$ cat config.mk
export PLATFORM = sky130hd
export DESIGN_NAME = vga_timing_gen_flat
export DESIGN_NICKNAME = d
export VERILOG_FILES = /design/src/rtl/vga_timing_gen_pkg.sv /design/src/rtl/vga_timing_gen_if.sv /design/src/rtl/vga_timing_gen_delay_line.sv /design/src/rtl/vga_timing_gen.sv /design/src/flat_wrapper.sv
export SDC_FILE = /design/constraint.sdc
export NUM_CORES = 1
export LEC_CHECK = 0
export CAP_MARGIN = 0
export CORE_ASPECT_RATIO = 0.5
export CORE_MARGIN = 2
export CORE_UTILIZATION = 44
export DETAILED_ROUTE_END_ITERATION = 8
export PLACE_DENSITY = 0.71
export SETUP_SLACK_MARGIN = 0.4
export SYNTH_ARGS = -nofsm -noshare
export SYNTH_HDL_FRONTEND = slang
export SYNTH_HIERARCHICAL = 1
export SYNTH_SLANG_ARGS = --single-unit
$ cat constraint.sdc
create_clock -name i_clk -period 2.2 [get_ports i_clk]
set_input_delay 0.33 -clock i_clk [delete_from_list [all_inputs] [get_ports i_clk]]
set_output_delay 0.33 -clock i_clk [all_outputs]
set_load 0.005 [all_outputs]
$ cat src/rtl/vga_timing_gen_pkg.sv
// Shared raster timing presets and the control bundle carried alongside pixel fetches.
// Latency: n/a (types and constants only).
// Backpressure: n/a.
// Contents: vga_axis_t (one axis: active/fp/sync/bp + sync polarity), vga_timing_t (H and V),
//           presets for 640x480@60, 800x600@60, 1280x720@60, vga_ctl_t (delayed control bits).
package vga_pkg;

   typedef struct packed {
      int unsigned active;
      int unsigned fp;
      int unsigned sync;
      int unsigned bp;
      bit          pol;     // sync active level, 1 = active-high
   } vga_axis_t;

   typedef struct packed {
      vga_axis_t h;
      vga_axis_t v;
   } vga_timing_t;

   localparam vga_timing_t VGA_640X480_60 = '{
      h: '{active: 640,  fp: 16,  sync: 96,  bp: 48,  pol: 1'b0},
      v: '{active: 480,  fp: 10,  sync: 2,   bp: 33,  pol: 1'b0}};

   localparam vga_timing_t VGA_800X600_60 = '{
      h: '{active: 800,  fp: 40,  sync: 128, bp: 88,  pol: 1'b1},
      v: '{active: 600,  fp: 1,   sync: 4,   bp: 23,  pol: 1'b1}};

   localparam vga_timing_t VGA_1280X720_60 = '{
      h: '{active: 1280, fp: 110, sync: 40,  bp: 220, pol: 1'b1},
      v: '{active: 720,  fp: 5,   sync: 5,   bp: 20,  pol: 1'b1}};

   // Control bits that travel through the fetch-latency delay line with the raster position.
   typedef struct packed {
      logic line_start;
      logic frame_start;
      logic de;
      logic vs;
      logic hs;
   } vga_ctl_t;

   function automatic int unsigned axis_total(input vga_axis_t a);
      return a.active + a.fp + a.sync + a.bp;
   endfunction

endpackage

$ cat src/rtl/vga_timing_gen_if.sv
// Pixel-fetch request/return plus the video output bundle of the raster generator.
// Latency: n/a (wiring only).
// Backpressure: none; the fetch side must return pixel a fixed latency after pix_req.
// master: generator side (drives requests and video, receives pixel).
// slave:  framebuffer/pin side (receives requests and video, drives pixel).
interface vga_timing_gen_if #(
   parameter int unsigned CW    = 11,
   parameter int unsigned RGB_W = 12
);
   logic             pix_req;
   logic [CW-1:0]    pix_x;
   logic [CW-1:0]    pix_y;
   logic [RGB_W-1:0] pixel;
   logic             hs;
   logic             vs;
   logic             de;
   logic [RGB_W-1:0] rgb;
   logic             frame_start;
   logic             line_start;

   modport master (
      output pix_req, pix_x, pix_y, hs, vs, de, rgb, frame_start, line_start,
      input  pixel
   );

   modport slave (
      input  pix_req, pix_x, pix_y, hs, vs, de, rgb, frame_start, line_start,
      output pixel
   );
endinterface

$ cat src/rtl/vga_timing_gen_delay_line.sv
// Enable-gated shift register with synchronous reset to a fixed value.
// Latency: DEPTH enabled ticks from i_dat to o_dat.
// Backpressure: none; i_en=0 freezes every stage.
// Ports: i_clk, i_rst (sync, active-high), i_en (shift enable), i_dat (W in), o_dat (W out).
module vga_delay_line #(
   parameter int unsigned DEPTH   = 1,
   parameter int unsigned W       = 1,
   parameter logic [W-1:0] RST_VAL = '0
) (
   input  logic         i_clk,
   input  logic         i_rst,
   input  logic         i_en,
   input  logic [W-1:0] i_dat,
   output logic [W-1:0] o_dat
);

   logic [W-1:0] r_stage [DEPTH];

   always_ff @(posedge i_clk) begin
      if (i_rst) begin
         for (int i = 0; i < DEPTH; i++) r_stage[i] <= RST_VAL;
      end else if (i_en) begin
         r_stage[0] <= i_dat;
         for (int i = 1; i < DEPTH; i++) r_stage[i] <= r_stage[i-1];
      end
   end

   assign o_dat = r_stage[DEPTH-1];

endmodule

$ cat src/rtl/vga_timing_gen.sv
// Parametrised VGA/DVI raster generator: issues pixel fetches ahead of the raster, realigns sync/DE.
// Latency: hs/vs/de/rgb/pulses for counter position P appear FETCH_LAT+1 pixel ticks after P.
// Backpressure: none; pixel_en=0 holds all state, fetch side must honour FETCH_LAT exactly.
// Ports: i_clk, i_rst (sync, active-high), i_pixel_en (pixel tick),
//        vid (master): pix_req/pix_x/pix_y out, pixel in, hs/vs/de/rgb/frame_start/line_start out.
module vga_timing_gen
   import vga_pkg::*;
#(
   parameter int unsigned H_ACTIVE  = VGA_640X480_60.h.active,
   parameter int unsigned H_FP      = VGA_640X480_60.h.fp,
   parameter int unsigned H_SYNC    = VGA_640X480_60.h.sync,
   parameter int unsigned H_BP      = VGA_640X480_60.h.bp,
   parameter int unsigned V_ACTIVE  = VGA_640X480_60.v.active,
   parameter int unsigned V_FP      = VGA_640X480_60.v.fp,
   parameter int unsigned V_SYNC    = VGA_640X480_60.v.sync,
   parameter int unsigned V_BP      = VGA_640X480_60.v.bp,
   parameter bit          HS_POL    = VGA_640X480_60.h.pol,
   parameter bit          VS_POL    = VGA_640X480_60.v.pol,
   parameter int unsigned FETCH_LAT = 1,
   parameter int unsigned RGB_W     = 12,
   parameter int unsigned CW        = 11
) (
   input  logic             i_clk,
   input  logic             i_rst,
   input  logic             i_pixel_en,
   vga_timing_gen_if.master vid
);

   localparam int unsigned H_TOTAL   = H_SYNC + H_BP + H_ACTIVE + H_FP;
   localparam int unsigned V_TOTAL   = V_SYNC + V_BP + V_ACTIVE + V_FP;
   localparam int unsigned H_ACT_BEG = H_SYNC + H_BP;
   localparam int unsigned H_ACT_END = H_ACT_BEG + H_ACTIVE;
   localparam int unsigned V_ACT_BEG = V_SYNC + V_BP;
   localparam int unsigned V_ACT_END = V_ACT_BEG + V_ACTIVE;

   localparam vga_ctl_t CTL_IDLE = '{line_start: 1'b0, frame_start: 1'b0, de: 1'b0,
                                     vs: ~VS_POL, hs: ~HS_POL};

   if (FETCH_LAT < 1 || FETCH_LAT > 4) begin : g_bad_fetch_lat
      $error("vga_timing_gen: FETCH_LAT must be in 1..4");
   end
   if (H_TOTAL > (1 << CW) - 1 || V_TOTAL > (1 << CW) - 1) begin : g_bad_cw
      $error("vga_timing_gen: H_TOTAL/V_TOTAL do not fit in CW bits");
   end

   logic [CW-1:0] r_hcnt;
   logic [CW-1:0] r_vcnt;
   logic          w_h_last;
   logic          w_v_last;
   logic          w_h_act;
   logic          w_v_act;
   logic          w_pix_req;
   vga_ctl_t      w_ctl_raw;
   vga_ctl_t      w_ctl_dly;

   logic             r_hs;
   logic             r_vs;
   logic             r_de;
   logic [RGB_W-1:0] r_rgb;
   logic             r_frame_start;
   logic             r_line_start;

   // ---------------- raster counters ----------------
   assign w_h_last = (r_hcnt == CW'(H_TOTAL - 1));
   assign w_v_last = (r_vcnt == CW'(V_TOTAL - 1));

   always_ff @(posedge i_clk) begin
      if (i_rst) begin
         r_hcnt <= '0;
         r_vcnt <= '0;
      end else if (i_pixel_en) begin
         if (w_h_last) begin
            r_hcnt <= '0;
            r_vcnt <= w_v_last ? '0 : r_vcnt + CW'(1);
         end else begin
            r_hcnt <= r_hcnt + CW'(1);
         end
      end
   end

   // ---------------- fetch request (combinational from counters) ----------------
   assign w_h_act   = (r_hcnt >= CW'(H_ACT_BEG)) && (r_hcnt < CW'(H_ACT_END));
   assign w_v_act   = (r_vcnt >= CW'(V_ACT_BEG)) && (r_vcnt < CW'(V_ACT_END));
   assign w_pix_req = w_h_act && w_v_act;

   assign vid.pix_req = w_pix_req;
   assign vid.pix_x   = w_pix_req ? (r_hcnt - CW'(H_ACT_BEG)) : '1;
   assign vid.pix_y   = w_pix_req ? (r_vcnt - CW'(V_ACT_BEG)) : '1;

   // ---------------- raw control decode ----------------
   always_comb begin
      w_ctl_raw             = CTL_IDLE;
      w_ctl_raw.hs          = (r_hcnt < CW'(H_SYNC)) ? HS_POL : ~HS_POL;
      w_ctl_raw.vs          = (r_vcnt < CW'(V_SYNC)) ? VS_POL : ~VS_POL;
      w_ctl_raw.de          = w_pix_req;
      w_ctl_raw.line_start  = (r_hcnt == '0);
      w_ctl_raw.frame_start = (r_hcnt == '0) && (r_vcnt == '0);
   end

   // Control bits wait FETCH_LAT ticks so they line up with the returned pixel.
   vga_delay_line #(
      .DEPTH   (FETCH_LAT),
      .W       ($bits(vga_ctl_t)),
      .RST_VAL (CTL_IDLE)
   ) u_ctl_dly (
      .i_clk (i_clk),
      .i_rst (i_rst),
      .i_en  (i_pixel_en),
      .i_dat (w_ctl_raw),
      .o_dat (w_ctl_dly)
   );

   // ---------------- output register ----------------
   // Pulses default low every clk so they last one clk even when the next tick is far away.
   always_ff @(posedge i_clk) begin
      if (i_rst) begin
         r_hs          <= ~HS_POL;
         r_vs          <= ~VS_POL;
         r_de          <= 1'b0;
         r_rgb         <= '0;
         r_frame_start <= 1'b0;
         r_line_start  <= 1'b0;
      end else begin
         r_frame_start <= 1'b0;
         r_line_start  <= 1'b0;
         if (i_pixel_en) begin
            r_hs          <= w_ctl_dly.hs;
            r_vs          <= w_ctl_dly.vs;
            r_de          <= w_ctl_dly.de;
            r_rgb         <= w_ctl_dly.de ? vid.pixel : '0;
            r_frame_start <= w_ctl_dly.frame_start;
            r_line_start  <= w_ctl_dly.line_start;
         end
      end
   end

   assign vid.hs          = r_hs;
   assign vid.vs          = r_vs;
   assign vid.de          = r_de;
   assign vid.rgb         = r_rgb;
   assign vid.frame_start = r_frame_start;
   assign vid.line_start  = r_line_start;

endmodule
$ cat src/flat_wrapper.sv
// flat-port wrapper written by rule: the top's interface ports become plain ports
module vga_timing_gen_flat import vga_pkg::*;
#(
   parameter int unsigned H_ACTIVE  = VGA_640X480_60.h.active,
   parameter int unsigned H_FP      = VGA_640X480_60.h.fp,
   parameter int unsigned H_SYNC    = VGA_640X480_60.h.sync,
   parameter int unsigned H_BP      = VGA_640X480_60.h.bp,
   parameter int unsigned V_ACTIVE  = VGA_640X480_60.v.active,
   parameter int unsigned V_FP      = VGA_640X480_60.v.fp,
   parameter int unsigned V_SYNC    = VGA_640X480_60.v.sync,
   parameter int unsigned V_BP      = VGA_640X480_60.v.bp,
   parameter bit          HS_POL    = VGA_640X480_60.h.pol,
   parameter bit          VS_POL    = VGA_640X480_60.v.pol,
   parameter int unsigned FETCH_LAT = 1,
   parameter int unsigned RGB_W     = 12,
   parameter int unsigned CW        = 11
)
  (i_clk, i_rst, i_pixel_en, vid_pix_req, vid_pix_x, vid_pix_y, vid_hs, vid_vs, vid_de, vid_rgb, vid_frame_start, vid_line_start, vid_pixel);
  vga_timing_gen_if #(.CW(CW), .RGB_W(RGB_W)) vid_i ();
  input  logic i_clk;
  input  logic i_rst;
  input  logic i_pixel_en;
  output wire logic [$bits(vid_i.pix_req)-1:0] vid_pix_req;
  output wire logic [$bits(vid_i.pix_x)-1:0] vid_pix_x;
  output wire logic [$bits(vid_i.pix_y)-1:0] vid_pix_y;
  output wire logic [$bits(vid_i.hs)-1:0] vid_hs;
  output wire logic [$bits(vid_i.vs)-1:0] vid_vs;
  output wire logic [$bits(vid_i.de)-1:0] vid_de;
  output wire logic [$bits(vid_i.rgb)-1:0] vid_rgb;
  output wire logic [$bits(vid_i.frame_start)-1:0] vid_frame_start;
  output wire logic [$bits(vid_i.line_start)-1:0] vid_line_start;
  input wire logic [$bits(vid_i.pixel)-1:0] vid_pixel;
  assign vid_pix_req = vid_i.pix_req;
  assign vid_pix_x = vid_i.pix_x;
  assign vid_pix_y = vid_i.pix_y;
  assign vid_hs = vid_i.hs;
  assign vid_vs = vid_i.vs;
  assign vid_de = vid_i.de;
  assign vid_rgb = vid_i.rgb;
  assign vid_frame_start = vid_i.frame_start;
  assign vid_line_start = vid_i.line_start;
  assign vid_i.pixel = vid_pixel;
  vga_timing_gen #(.H_ACTIVE(H_ACTIVE), .H_FP(H_FP), .H_SYNC(H_SYNC), .H_BP(H_BP), .V_ACTIVE(V_ACTIVE), .V_FP(V_FP), .V_SYNC(V_SYNC), .V_BP(V_BP), .HS_POL(HS_POL), .VS_POL(VS_POL), .FETCH_LAT(FETCH_LAT), .RGB_W(RGB_W), .CW(CW)) u_core (.i_clk(i_clk), .i_rst(i_rst), .i_pixel_en(i_pixel_en), .vid(vid_i));
endmodule
======== After elaboration in Yosys (flattened, before gate mapping) ========
Memories as Yosys holds them, arrays and structs flattened.
Index checks and enable logic that the tools add are counted.
word-level totals
  register bits after elaboration ......... 39
  RAM bits ................................ 5
  input bits .............................. 15
  output and inout port bits .............. 40
  word-level logic and storage cells ...... 45
  memories kept ........................... 1
cells by class
  add/subtract/negate cells ............... 4
  order comparisons ....................... 6
  equal/unequal tests ..................... 2
  mux-type cells .......................... 14
  bitwise logic cells ..................... 1
  reductions and logical operators ........ 9
memory list
  memory                    depth  width  read ports  clocked after Yosys merged registers in  write ports  RTL line                         source
  u_core.u_ctl_dly.r_stage  1      5      1           0                                        1            vga_timing_gen_delay_line.sv:17  logic [W-1:0] r_stage [DEPTH];
operators by type and width
  kind                                                                             number
  11-bit two-way mux                                                               4
  11-bit by 1-bit adder with 11-bit output (second input constant)                 2
  11-bit by 10-bit equality test with 1-bit output (second input constant)         2
  11-bit logical NOT                                                               2
  11-bit by 10-bit less-than comparator with 1-bit output (second input constant)  2
  12-bit two-way mux                                                               1
  11-bit by 6-bit >= comparator with 1-bit output (second input constant)          1
  11-bit by 8-bit >= comparator with 1-bit output (second input constant)          1
  11-bit by 2-bit less-than comparator with 1-bit output (second input constant)   1
  11-bit by 7-bit less-than comparator with 1-bit output (second input constant)   1
  11-bit by 6-bit subtractor with 11-bit output (second input constant)            1
  11-bit by 8-bit subtractor with 11-bit output (second input constant)            1
  1-bit two-way mux                                                                8
  5-bit two-way mux                                                                1
  5-bit OR reduction                                                               1
  1-bit logical AND                                                                4
  2-bit AND reduction                                                              1
  2-bit OR reduction                                                               1
  1-bit inverter                                                                   1

======== Depth between registers and ports, before layout ========
  depth in word-level cells ............... 5
  mapped depth ............................ 7
  gate-level depth less buffers ........... 6

======== Cells and area by module ========
The synthesis kept the hierarchy.
by module, submodules not included
  module          times used  cells an instance  area each (um2)  sequential area each (um2)
  vga_timing_gen  1           270                2212.1           780.7
  vga_delay_line  1           11                 203.9            150.1

======== Worst setup path before layout ========
No wires, ideal clock.
  path kind ............................... reg2out
  start point ............................. reg u_core.r_hcnt[4]
  end point ............................... out vid_pix_x[2]
  arrival time ............................ 1.774 ns
  data required time ...................... 1.870 ns
  slack ................................... 0.096 ns
  stages on the path, launching flop included .. 6
  path buffers ............................ 1
  cell sequence ........................... dfxtp_1 or4_1 a211o_1 a211oi_2 buf_6 nand3b_1
on the way
  word-level cells in the longest chain between the ends .. 4
  elaborated cells between the ends (all ways) .. 5
ends and longest elaborated chain
  item                                                                                                                               RTL line              source
  start: declaration                                                                                                                 vga_timing_gen.sv:46  logic [CW-1:0] r_hcnt;
  start signal: assignment                                                                                                           vga_timing_gen.sv:76  r_hcnt <= r_hcnt + CW'(1);
  11-bit by 8-bit >= comparator with 1-bit output / 11-bit by 10-bit less-than comparator with 1-bit output (equally long branches)  vga_timing_gen.sv:82  assign w_h_act = (r_hcnt >= CW'(H_ACT_BEG)) && (r_hcnt < CW'(H_ACT_END));
  1-bit logical AND *                                                                                                                vga_timing_gen.sv:82
  1-bit logical AND *                                                                                                                vga_timing_gen.sv:84  assign w_pix_req = w_h_act && w_v_act;
  11-bit two-way mux *                                                                                                               vga_timing_gen.sv:87  assign vid.pix_x = w_pix_req ? (r_hcnt - CW'(H_ACT_BEG)) : '1;
  end: declaration                                                                                                                   flat_wrapper.sv:24    output wire logic [$bits(vid_i.pix_x)-1:0] vid_pix_x;
Every way passes the cells marked *; elsewhere a longest branch is shown, timed or not.

======== Worst setup path in the final report ========
  start point ............................. reg u_core.r_vcnt[0]
  end point ............................... out vid_pix_x[4]
on the way
  word-level cells in the longest chain between the ends .. 4
  elaborated cells between the ends (all ways) .. 5
ends and longest elaborated chain
  item                                                                                                                               RTL line              source
  start: declaration                                                                                                                 vga_timing_gen.sv:47  logic [CW-1:0] r_vcnt;
  start signal: assignment                                                                                                           vga_timing_gen.sv:74  r_vcnt <= w_v_last ? '0 : r_vcnt + CW'(1);
  11-bit by 6-bit >= comparator with 1-bit output / 11-bit by 10-bit less-than comparator with 1-bit output (equally long branches)  vga_timing_gen.sv:83  assign w_v_act = (r_vcnt >= CW'(V_ACT_BEG)) && (r_vcnt < CW'(V_ACT_END));
  1-bit logical AND *                                                                                                                vga_timing_gen.sv:83
  1-bit logical AND *                                                                                                                vga_timing_gen.sv:84
  11-bit two-way mux *                                                                                                               vga_timing_gen.sv:87
Marks and branches as above.

==> metrics.txt <==
max-cap viol count 0; Die Wd between 100 and 150 um; CP Max Fanout 4; setup slack, reg-to-reg about 0.08 ns; Area growth, synth to finish 50.0%; Post-CTS Hold Buffers 0; vias per std cell 5.64; top cell type's share of synthesized area roughly a third; Req. time, crit path approximately 1.9 ns; ys flop type dfxtp_1; drt drc 0; Post-synth EDFFs 5; Hold Path Origin u_core/u_ctl_dly/r_stage[0][0]; FF+latch count, synth between 40 and 50; Core ar. between 5000 and 6000 um2; Worst Setup Start Kind register; Initial Util between 40 and 50%; Cell Area, Synth approximately 2400 um2; dpl hpwl 4.60 mm; Worst-Margin Slew roughly 0.46 ns; Reg clk slew, reported paths 0.09 ns; grt ovf 0; Final Cycle Share 118%; wire length per cell about 16 um; drt initial violations ~160; synth unique cells 48; first-pass GRT wire length about 11 mm; ant diodes 0; PwrDens 448 nW/um2; r2r startpoint u_core/r_vcnt[0]; cells after synthesis 281; Leak Pwr between 1 and 1.5 nW; vias in the first global route 2182; Final Util roughly 67%; Final Cell Area ~3600 um2; top cell type by total area after synthesis dfxtp_1; status finished, violations left; row cnt 19; RSZ-0062 raised after global routing yes; syn nets between 300 and 400; failing checks negative setup slack; CTS Buf Count 5; Min-Delay Path Class register to register; Fmax 384 MHz; I/O pin total 55; cell count of the worst reg-to-reg path 7; Worst setup EP type output port; post-synthesis async set-or-reset flop share 0%; drt pass-1 iters 5; Ys Warns 6; final hold vios 0; Hold Crit Depth 1; register area share after synthesis about two fifths; layout cell share with drive strength beyond 1 around a third; Port Buf Inserts 54; largest net degree at the start of global routing 19; Slew headroom approximately 69%; setup ws final -0.404 ns; Root Driver clkbuf_8; Clock Path Buffers 2; placed inst area ~3300 um2; Mapped Avg Cell Area 8.60 um2; H-tree depth 2; clk sinks 44; routability cong. between 0.8 and 0.9; All-Layer GR Usage between 20% and 30%; Final setup viols 23; clk_lat worst skew about 0.30 ns; Tmin final about 2.6 ns; Die ar. a little over 6000 um2; Max VDD drop 0.325 mV; top cells by area, synth dfxtp_1, edfxtp_1, xnor2_1, nand3_1, nor2_1; Vias 2533; hold path endpoint u_core/vid.hs; Setup CP Type register to output port; Routed Antenna Nets 0; CP arrival ~2.3 ns; dpl ws -0.274 ns; DRT Wirelength 7.27 mm; Worst R2R End u_core/u_ctl_dly/r_stage[0][2]; CTS tree yes; Final nets 398; Worst Clk Skew just under 0.01 ns; Pwr Total approximately 1.6 mW; Max Transition Viols Final 0; initial antenna violation count 0; Die Y approximately 56 um
-- synth_stat cells, types with 2 or more instances --
cell      count
xor2_1        7
clkbuf_1     17
a21oi_1      15
nand2b_1      3
nor3b_1       3
ha_1          8
or3_1         6
o21ai_0       7
and3_1        2
nor2_1       29
nor2b_1       4
inv_1         8
or3b_1        2
buf_6         3
and4_1        4
and2_1        4
and3b_2       3
xnor2_1      14
a211o_1       3
a22oi_1      12
nor4_1        2
nor3_1        4
nand2_1      14
edfxtp_1      5
o31ai_1       5
nand3b_1      4
dfxtp_1      39
nand3_1      22
or4_1         4
nand4_1      10
-- metal layers --
layer  track usage (%)  share of wire [%]  vias up  routed length [um]
met3              6.97                8.5       22                 618
met1              28.6                 43     1208                3150
met4              4.58                2.7        0                 193
li1                  -                  -     1195                   -
met5                 0                  0        -                   0
met2              35.8                 46      108                3310
-- cells in the final DEF, fill, tap and decap left out, types with 3 or more instances in the layout --
cell,instances
buf_4,42
dfxtp_1,35
clkdlybuf4s50_1,31
nor2_1,29
buf_2,20
buf_6,14
xnor2_1,14
nand2_1,12
a21oi_1,12
nand3_2,12
a22oi_1,12
nand3_1,11
nand4_1,10
o21ai_0,7
xor2_1,7
clkbuf_8,6
inv_1,6
o31ai_1,5
or3_1,5
ha_1,5
edfxtp_1,5
nand3b_1,4
and2_1,4
or4_4,3
a211o_1,3
nor2b_1,3
nand2b_1,3
nor3b_1,3
and4_1,3
a21oi_2,3
and3b_2,3
-- critical path: stages, from the launching register on --
cell and delay, ns:
dfxtp_1 0.32, a2111o_1 0.47, o31a_1 0.32, a211oi_4 0.28, buf_6 0.16, buf_6 0.12
buf_6 0.10, nand3_1 0.06, buf_2 0.13
-- worst max-delay path by stage --
stage,cells past startpoint,slack (ns),endpoint,start
after detailed placement,6,-0.27,vid_pix_x[6],u_core/r_vcnt[1]
after CTS,8,-0.38,vid_pix_x[4],u_core/r_hcnt[4]
after global routing,8,-0.48,vid_pix_x[2],u_core/r_vcnt[0]
after floorplan,6,0.19,vid_pix_x[2],u_core/r_hcnt[6]
final,8,-0.40,vid_pix_x[4],u_core/r_vcnt[0]
after global placement,6,-0.25,vid_pix_x[6],u_core/r_hcnt[4]
-- metrics by stage --
stage,std cells,setup TNS (ns),hold WS (ns)
after global placement,426,-4.55,0.436
after global routing,449,-9.61,0.479
after detailed placement,426,-5.11,0.446
final,449,-8.18,0.464
after CTS,443,-7.64,0.471
after floorplan,281,0,0.429
-- flip-flops by register name, summed over array words and instances, names as in the netlist --
register	cells
u_core/r_hcnt	11
u_core/r_vcnt	11
u_core/u_ctl_dly/r_stage	5
u_core/vid.de	1
u_core/vid.frame_start	1
u_core/vid.hs	1
u_core/vid.line_start	1
u_core/vid.rgb	12
u_core/vid.vs	1
-- repair_timing --
action                                 in CTS  in global routing
cloned                                      2                  0
setup endpoints to repair                  42                 47
gates resized for setup                   119                 35
pin swaps                                  18                 11
setup buffers                               7                  6
endpoints found under the hold margin       0                  0
-- final cells by class --
type	count	area (um2)
fillers	414	1770
multi-input cells	208	1530
flip-flops and latches	44	941
repair buffers	108	903
well taps	73	91.3
clock buffers	6	82.6
clock inverters	2	38.8
inverters	8	32.5
-- report_power, final --
| part | internal [mW] | switching (mW) | leakage (nW) | total, mW |
|---|---|---|---|---|
| clock | 0.371 | 0.284 | 0.0614 | 0.655 |
| combinational | 0.0698 | 0.0526 | 0.938 | 0.122 |
| sequential | 0.833 | 0.0117 | 0.370 | 0.845 |
-- cells by family after synthesis --
| logic type | Yosys count | share of synthesized area, % |
|---|---|---|
| and+or+nand+nor | 128 | 29.8 |
| AOI/OAI and AO/OA | 50 | 14.0 |
| DFF | 44 | 38.5 |
| buffers and inverters | 29 | 5.49 |
| xor gates and xnor gates | 21 | 7.61 |
| adders and majority gates | 8 | 4.14 |
| muxes | 1 | 0.414 |
Note: power is estimated with default switching activity, not from simulation.
